### src/rtl/alu_entry_pkg.sv
// Shared definitions for the ALU operand entry front-end: state encoding,
// operand width and the sign-magnitude to two's-complement conversion.
package alu_entry_pkg;

  localparam int OPERAND_W = 4;
  localparam int MAG_W     = OPERAND_W - 1;
  localparam int OP_W      = 3;

  typedef enum logic [1:0] {
    S_A   = 2'd0,
    S_B   = 2'd1,
    S_OP  = 2'd2,
    S_RUN = 2'd3
  } state_t;

  // Negative zero needs no special case: ~0000 + 1 wraps back to 0000.
  function automatic logic [OPERAND_W-1:0] sm_to_tc(input logic sign,
                                                     input logic [MAG_W-1:0] mag);
    logic [OPERAND_W-1:0] v;
    v = {1'b0, mag};
    if (sign) v = ~v + OPERAND_W'(1);
    return v;
  endfunction

endpackage

### src/rtl/alu_operand_entry_btn_debounce.sv
// Push-button conditioning: 2-flop synchronizer, stability counter and
// rising-edge detector producing a single-cycle press pulse.
module btn_debounce #(
  parameter int DEBOUNCE_CYCLES = 16
) (
  input  logic clk,
  input  logic rst,
  input  logic raw,
  output logic press
);

  localparam int CNT_W = (DEBOUNCE_CYCLES > 2) ? $clog2(DEBOUNCE_CYCLES) : 1;

  logic [1:0]       sync;
  logic [CNT_W-1:0] cnt;
  logic             level;
  logic             level_prev;

  // Bring the raw button into the clock domain.
  always_ff @(posedge clk or posedge rst) begin
    if (rst) sync <= 2'b00;
    else     sync <= {sync[0], raw};
  end

  // Count consecutive disagreeing samples; the level flips on the Nth one.
  always_ff @(posedge clk or posedge rst) begin
    if (rst) begin
      cnt   <= '0;
      level <= 1'b0;
    end else if (sync[1] == level) begin
      cnt <= '0;
    end else if (cnt == CNT_W'(DEBOUNCE_CYCLES - 1)) begin
      cnt   <= '0;
      level <= ~level;
    end else begin
      cnt <= cnt + CNT_W'(1);
    end
  end

  // Delayed copy of the debounced level for edge detection.
  always_ff @(posedge clk or posedge rst) begin
    if (rst) level_prev <= 1'b0;
    else     level_prev <= level;
  end

  assign press = level & ~level_prev;

endmodule

### src/rtl/alu_operand_entry.sv
// Operand entry sequencer: collects A, B and opcode from the switches on
// successive "next" presses and presents a validated set to the ALU.
//
// state | meaning
// S_A   | waiting for operand A
// S_B   | waiting for operand B
// S_OP  | waiting for opcode
// S_RUN | a, b, op complete; alu_valid high
module alu_operand_entry
  import alu_entry_pkg::*;
#(
  parameter int DEBOUNCE_CYCLES = 16
) (
  input  logic       clk,
  input  logic       rst,
  input  logic       sw_sign,
  input  logic [2:0] sw_mag,
  input  logic [2:0] sw_op,
  input  logic       btn_next,
  input  logic       btn_clr,
  output logic [3:0] a,
  output logic [3:0] b,
  output logic [2:0] op,
  output logic       alu_valid,
  output logic [1:0] stage
);

  logic             sign_s1, sign_s2;
  logic [MAG_W-1:0] mag_s1, mag_s2;
  logic [OP_W-1:0]  op_s1, op_s2;
  logic             next_press, clr_press;
  state_t           state, state_nxt;
  logic             load_a, load_b, load_op, clear_regs;
  logic [OPERAND_W-1:0] conv;

  // Two-flop synchronizers for the switch bank.
  always_ff @(posedge clk or posedge rst) begin
    if (rst) begin
      sign_s1 <= 1'b0;
      sign_s2 <= 1'b0;
      mag_s1  <= '0;
      mag_s2  <= '0;
      op_s1   <= '0;
      op_s2   <= '0;
    end else begin
      sign_s1 <= sw_sign;
      sign_s2 <= sign_s1;
      mag_s1  <= sw_mag;
      mag_s2  <= mag_s1;
      op_s1   <= sw_op;
      op_s2   <= op_s1;
    end
  end

  btn_debounce #(.DEBOUNCE_CYCLES(DEBOUNCE_CYCLES)) u_db_next (
    .clk   (clk),
    .rst   (rst),
    .raw   (btn_next),
    .press (next_press)
  );

  btn_debounce #(.DEBOUNCE_CYCLES(DEBOUNCE_CYCLES)) u_db_clr (
    .clk   (clk),
    .rst   (rst),
    .raw   (btn_clr),
    .press (clr_press)
  );

  assign conv = sm_to_tc(sign_s2, mag_s2);

  // State register.
  always_ff @(posedge clk or posedge rst) begin
    if (rst) state <= S_A;
    else     state <= state_nxt;
  end

  // Next-state and load strobes; a clear press overrides a coincident next.
  always_comb begin
    state_nxt  = state;
    load_a     = 1'b0;
    load_b     = 1'b0;
    load_op    = 1'b0;
    clear_regs = 1'b0;
    if (clr_press) begin
      clear_regs = 1'b1;
      state_nxt  = S_A;
    end else if (next_press) begin
      case (state)
        S_A: begin
          load_a    = 1'b1;
          state_nxt = S_B;
        end
        S_B: begin
          load_b    = 1'b1;
          state_nxt = S_OP;
        end
        S_OP: begin
          load_op   = 1'b1;
          state_nxt = S_RUN;
        end
        default: state_nxt = S_A;
      endcase
    end
  end

  // Operand registers only move on press cycles.
  always_ff @(posedge clk or posedge rst) begin
    if (rst) begin
      a  <= '0;
      b  <= '0;
      op <= '0;
    end else if (clear_regs) begin
      a  <= '0;
      b  <= '0;
      op <= '0;
    end else begin
      if (load_a)  a  <= conv;
      if (load_b)  b  <= conv;
      if (load_op) op <= op_s2;
    end
  end

  assign alu_valid = (state == S_RUN);
  assign stage     = state;

endmodule
### config.mk
export PLATFORM = sky130hd
export DESIGN_NAME = alu_operand_entry
export DESIGN_NICKNAME = d
export VERILOG_FILES = /design/src/rtl/alu_entry_pkg.sv /design/src/rtl/alu_operand_entry_btn_debounce.sv /design/src/rtl/alu_operand_entry.sv
export SDC_FILE = /design/constraint.sdc
export NUM_CORES = 1
export LEC_CHECK = 0
export ABC_AREA = 1
export BUFFER_PORTS_ARGS = -buffer_cell sky130_fd_sc_hd__buf_2
export CAP_MARGIN = 20
export CORE_MARGIN = 4
export CORE_UTILIZATION = 49
export CTS_CLUSTER_DIAMETER = 50
export CTS_CLUSTER_SIZE = 30
export DETAILED_ROUTE_END_ITERATION = 8
export PLACE_DENSITY = 0.73
export RECOVER_POWER = 50
export SLEW_MARGIN = 20
export SYNTH_ARGS = -nofsm -noshare
export SYNTH_HDL_FRONTEND = slang
export SYNTH_SLANG_ARGS = --single-unit
export TNS_END_PERCENT = 100
### constraint.sdc
create_clock -name clk -period 1.1 [get_ports clk]
set_input_delay 0 -clock clk [delete_from_list [all_inputs] [get_ports clk]]
set_output_delay 0 -clock clk [all_outputs]
set_load 0.1 [all_outputs]
# Word-level counts from Yosys, hierarchy flattened
# Cells that the tools add are included.
[classes] reduce_logical=7 n_shift=0 muxes=24 div=0 n_bitwise=9 n_lt_le_gt_ge=0 n_eq_ne=7 mul=0 n_addsub=3
[ops] operator="4-bit 2-to-1 mux" count=9
[ops] operator="4-bit by 1-bit adder with 4-bit output, second input constant" count=3
[ops] operator="1-bit 2-to-1 mux" count=10
[ops] operator="4-bit == test, second input constant" count=2
[ops] operator="2-bit nonzero test" count=4
[ops] operator="3-bit 2-to-1 mux" count=2
[ops] operator="1-bit inverter" count=6
[ops] operator="2-bit one-hot mux with 3 select lines" count=1
[ops] operator="2-bit == test, second input constant" count=2
[ops] operator="2-bit 2-to-1 mux" count=2
[ops] operator="3-bit inverter with 4-bit output" count=1
[ops] operator="2-bit AND reduction" count=2
[ops] operator="1-bit AND" count=2
[ops] operator="1-bit == test" count=2
[ops] operator="2-bit by 1-bit == test with 1-bit output, second input constant" count=1
[ops] operator="2-bit logical NOT" count=1
[word_totals] ram_bits=0 out_inout_bits=14 in_bits=11 rom_bits=0 ff_bits=43 mem_count=0 elab_cells=68 latchBits=0

# Longest topological paths before layout
[depth] ltp_word=6 ltp_mapped=7

# Cells and area by module
# A second synthesis with hierarchy kept.
[hier_totals] cells_unflattened=161 hier_area_um2=1645.3
[by_module_without_submodules] mod="alu_operand_entry" area_each_um2=1024.7 instances=1 cells_per_inst=99
[by_module_without_submodules] mod="btn_debounce" area_each_um2=310.3 instances=2 cells_per_inst=31

# Least setup slack after synthesis
# No wires, ideal clock.
[synth_path] path_kind="register to output" start="register state[1] (netlist: stage[1])" end="output alu_valid" required_ns=1.100 arrival_time_ns=1.874 slack_ns=-0.774 path_stages_with_launch=2 path_buffers=0 path_cell_list="dfrtp_1 ha_1"
[synth_between] elab_chain_cells=1
[synth_lines] element="from (decl)" line="alu_operand_entry.sv:32" rtl="state_t state, state_nxt;"
[synth_lines] element="from (signal assigned)" line="alu_operand_entry.sv:74" rtl="else state <= state_nxt;"
[synth_lines] element="2-bit == test" line="alu_operand_entry.sv:123" rtl="assign alu_valid = (state == S_RUN);"
[synth_lines] element="to (decl)" line="alu_operand_entry.sv:24" rtl="output logic alu_valid,"
# Every way passes these cells.

# Worst setup path in the final report
[layout_path] start="register state[0] (netlist: stage[0])" end="register a[3]"
[layout_between] elab_chain_cells=5
[layout_lines] element="2-bit logical NOT" line="alu_operand_entry.sv:88" rtl="case (state)"
[layout_lines] element="1-bit 2-to-1 mux" line="alu_operand_entry.sv:88"
[layout_lines] element="1-bit 2-to-1 mux" line="alu_operand_entry.sv:87" rtl="end else if (next_press) begin"
[layout_lines] element="1-bit 2-to-1 mux" line="alu_operand_entry.sv:84" rtl="if (clr_press) begin"
[layout_lines] element="2-bit nonzero test (no source line)"
[layout_lines] element="to (signal assigned)" line="alu_operand_entry.sv:117" rtl="if (load_a) a <= conv;"
[layout_lines] element="to (decl)" line="alu_operand_entry.sv:21" rtl="output logic [3:0] a,"
# Every way passes these cells.
# A chain may end at the register's enable or synchronous reset.

==> metrics.yaml <==
mostFrequentLayoutCells: "dfrtp_1 (40), nand2_1 (21), inv_1 (16), nand3_1 (16), buf_4 (12)"
layout_commonest_cell: "dfrtp_1"
area_delta_synth_final_pct: 44.03
grt_first_pass_wirelength_mm: 5.175
synth_area_per_cell_um2: 10.75
status: "complete, but fails checks"
cp_slowest_stage_delay_ns: 0.51
drive_gt1_share_pct: 37.02
first_pass_iters: 4
n_antenna_cell: 0
arrival_ns: 1.59
start_util_pct: 52.60
track_usage_pct: 15.90
crit_path_max_fanout: 5
overflow: 0
cts-root-buf: "clkbuf_4"
placementRows: 20
detail-route-antenna-nets: 0
timing.max_cap.violations: 0
cpMostUsedCell: "inv_2"
io_pins: 25
fin_hold_ws_ns: 0.2804
fp.dieH_um: 65.95
final_max_slew_viol_count: 0
path_clk_slew_ns: 0.13
syn-num-nets: 171
p_leak_nw: 1.182
netlist_area_um2: 1645
cp_num_buf_inv: 4
finalHoldViolCount: 0
cts_buffer_depth: 2
fin_area_um2: 2370
cp-start-kind: "flip-flop"
cts_buffers: 5
hpwl_mm: 1.985
antenna_found_initial: 0
drt_iter0_markers: 81
die-area_um2: 4349
vias: 1213
h-tree-depth: 2
required_ns: 1.36
setup_viol: 16
via_per_inst: 4.813
core_area_um2: 3128
dpl_cell_area_um2: 2009
rsz0062_at_grt: "yes"
yosysUniqueCellTypes: 19
ys_seq_area_share_pct: 65.40
grt_max_degree: 44
drc: 0
yosys_warnings: 0
power_density_nw_per_um2: 1112
violations: "setup timing"
period_share_pct: 121.7
ir_worst_vdd_uv: 866.4
path_class: "reg2reg"
slowest_stage: "dfrtp_4"
min_period_ns: 1.338
cts_tree: "done"
maxSlewHeadroom_pct: 63.00
dieWidth_um: 65.95
setup_ws_ns: -0.2385
numPortBuffers: 24
critPathTopFamily: "flip-flops"
fin_nets: 225
clock_latency_ns: 0.35
wl_per_cell_um: 12.67
hp-class: "in2reg"
gp_congestion: 0.7814
grt_pass1_vias: 1214
tightestPinTransition_ns: 0.5549
fin_skew_ns: 0.01290
setup_tns_ns: -2.787
clkSinkCount: 43
worst_setup_path_end_kind: "flip-flop"
netlist_instances: 153
fmax_mhz: 747.1
synth-seq-cells: 43
cp_cell_sequence: "buf_6 -> inv_6 -> ha_4 -> inv_2 -> nor2_4 -> inv_2 -> nand3_1 -> nand2_1"
wl_mm: 3.194
[final cells by class]
| type | instances | area [µm²] |
|---|---|---|
| Clock buffer | 6 | 41.29 |
| Clock inverter | 2 | 12.51 |
| Fill cell | 190 | 758.2 |
| Inverter | 23 | 100.1 |
| Multi-Input combinational cell | 86 | 598.1 |
| Sequential cell | 43 | 1085 |
| Tap cell | 44 | 55.05 |
| Timing Repair Buffer | 48 | 478.0 |
[final timing paths]
kind                                    end  slack (ns)  cells past startpoint      start
setup / recovery                       a[3]       -0.24                      8   stage[0]
hold / removal             u_db_clr.sync[0]        0.28                      2    btn_clr
setup reg to reg                       a[3]       -0.24                      8   stage[0]
hold reg to reg                   mag_s2[1]        0.36                      0  mag_s1[1]
max in group asynchronous          stage[0]        0.34                      4        rst
min in group asynchronous  u_db_next.cnt[3]        0.34                      4        rst
[cells in the mapped netlist (all sizes together)]
cell | n | share of area, %
nand3 | 22 | 7.0
xnor2 | 2 | 1.1
o21ai | 8 | 2.4
dfrtp | 43 | 65
or2 | 1 | 0.38
xor2 | 2 | 1.1
nor2 | 12 | 3.2
inv | 22 | 5.0
nand4 | 2 | 0.76
o211ai | 1 | 0.46
nand2 | 29 | 6.9
clkinv | 1 | 0.30
ha | 7 | 5.3
buf | 1 | 0.68
[cells by family (layout without fill, tap and decap cells)]
| family | after synthesis | in the layout | synth area share (%) |
|---|---|---|---|
| DFF | 43 | 43 | 65.40 |
| adders and majority gates | 7 | 7 | 5.323 |
| buffers and inverters | 24 | 79 | 6.007 |
| xor gates and xnor gates | 4 | 4 | 2.130 |
| and+or+nand+nor | 66 | 66 | 18.25 |
| AOI/OAI and AO/OA | 9 | 9 | 2.890 |
[timing repair]
item,in CTS,in global routing
pin swaps,0,6
endpoints found under the hold margin,52,0
resized for setup,11,28
cloned,0,0
buffers inserted,4,6
endpoints found under the setup margin,22,19
hold buffers,10,0
[state kept, by name, indices dropped and copies added, names as in the netlist, 2 cells and up]
name            cells
a                   4
mag_s1              3
stage               2
mag_s2              3
u_db_clr.sync       2
op_s1               3
op                  3
op_s2               3
u_db_clr.cnt        4
u_db_next.cnt       4
b                   4
u_db_next.sync      2
[through the flow]
step	cells	setup WS [ns]	power [mW]	utilization (%)
2_1_floorplan	153	-0.2094	1.803	-
3_3_place_gp	224	-0.03436	1.860	64.24
3_5_place_dp	224	-0.08662	1.877	64.24
4_1_cts	246	-0.2109	2.643	71.36
5_1_grt	252	-0.3113	2.756	75.76
6_report	252	-0.2385	2.635	75.76
[metal layers]
metal	part of all wire, %	vias up	global-route usage [%]
met3	4.8	4	5.272
met1	40	588	18.67
met2	54	31	26.16
met5	0	-	0
met4	1.7	0	7.614
li1	-	590	-
[report_power, final]
group / leakage [nW] / internal, mW / switching (mW)
Combinational: 0.605 / 0.0996 / 0.125
Clock: 0.0282 / 0.247 / 0.500
Sequential: 0.548 / 1.64 / 0.0281
Total: 1.18 / 1.98 / 0.654
[worst register-to-register path: cells and delay by family (launching register included)]
kind / cells / cell delay, ns
fa+ha+maj: 1 / 0.13
flops: 1 / 0.51
buf+inv: 4 / 0.32
simple gates: 3 / 0.29
Power figures use the tool's default switching activity.
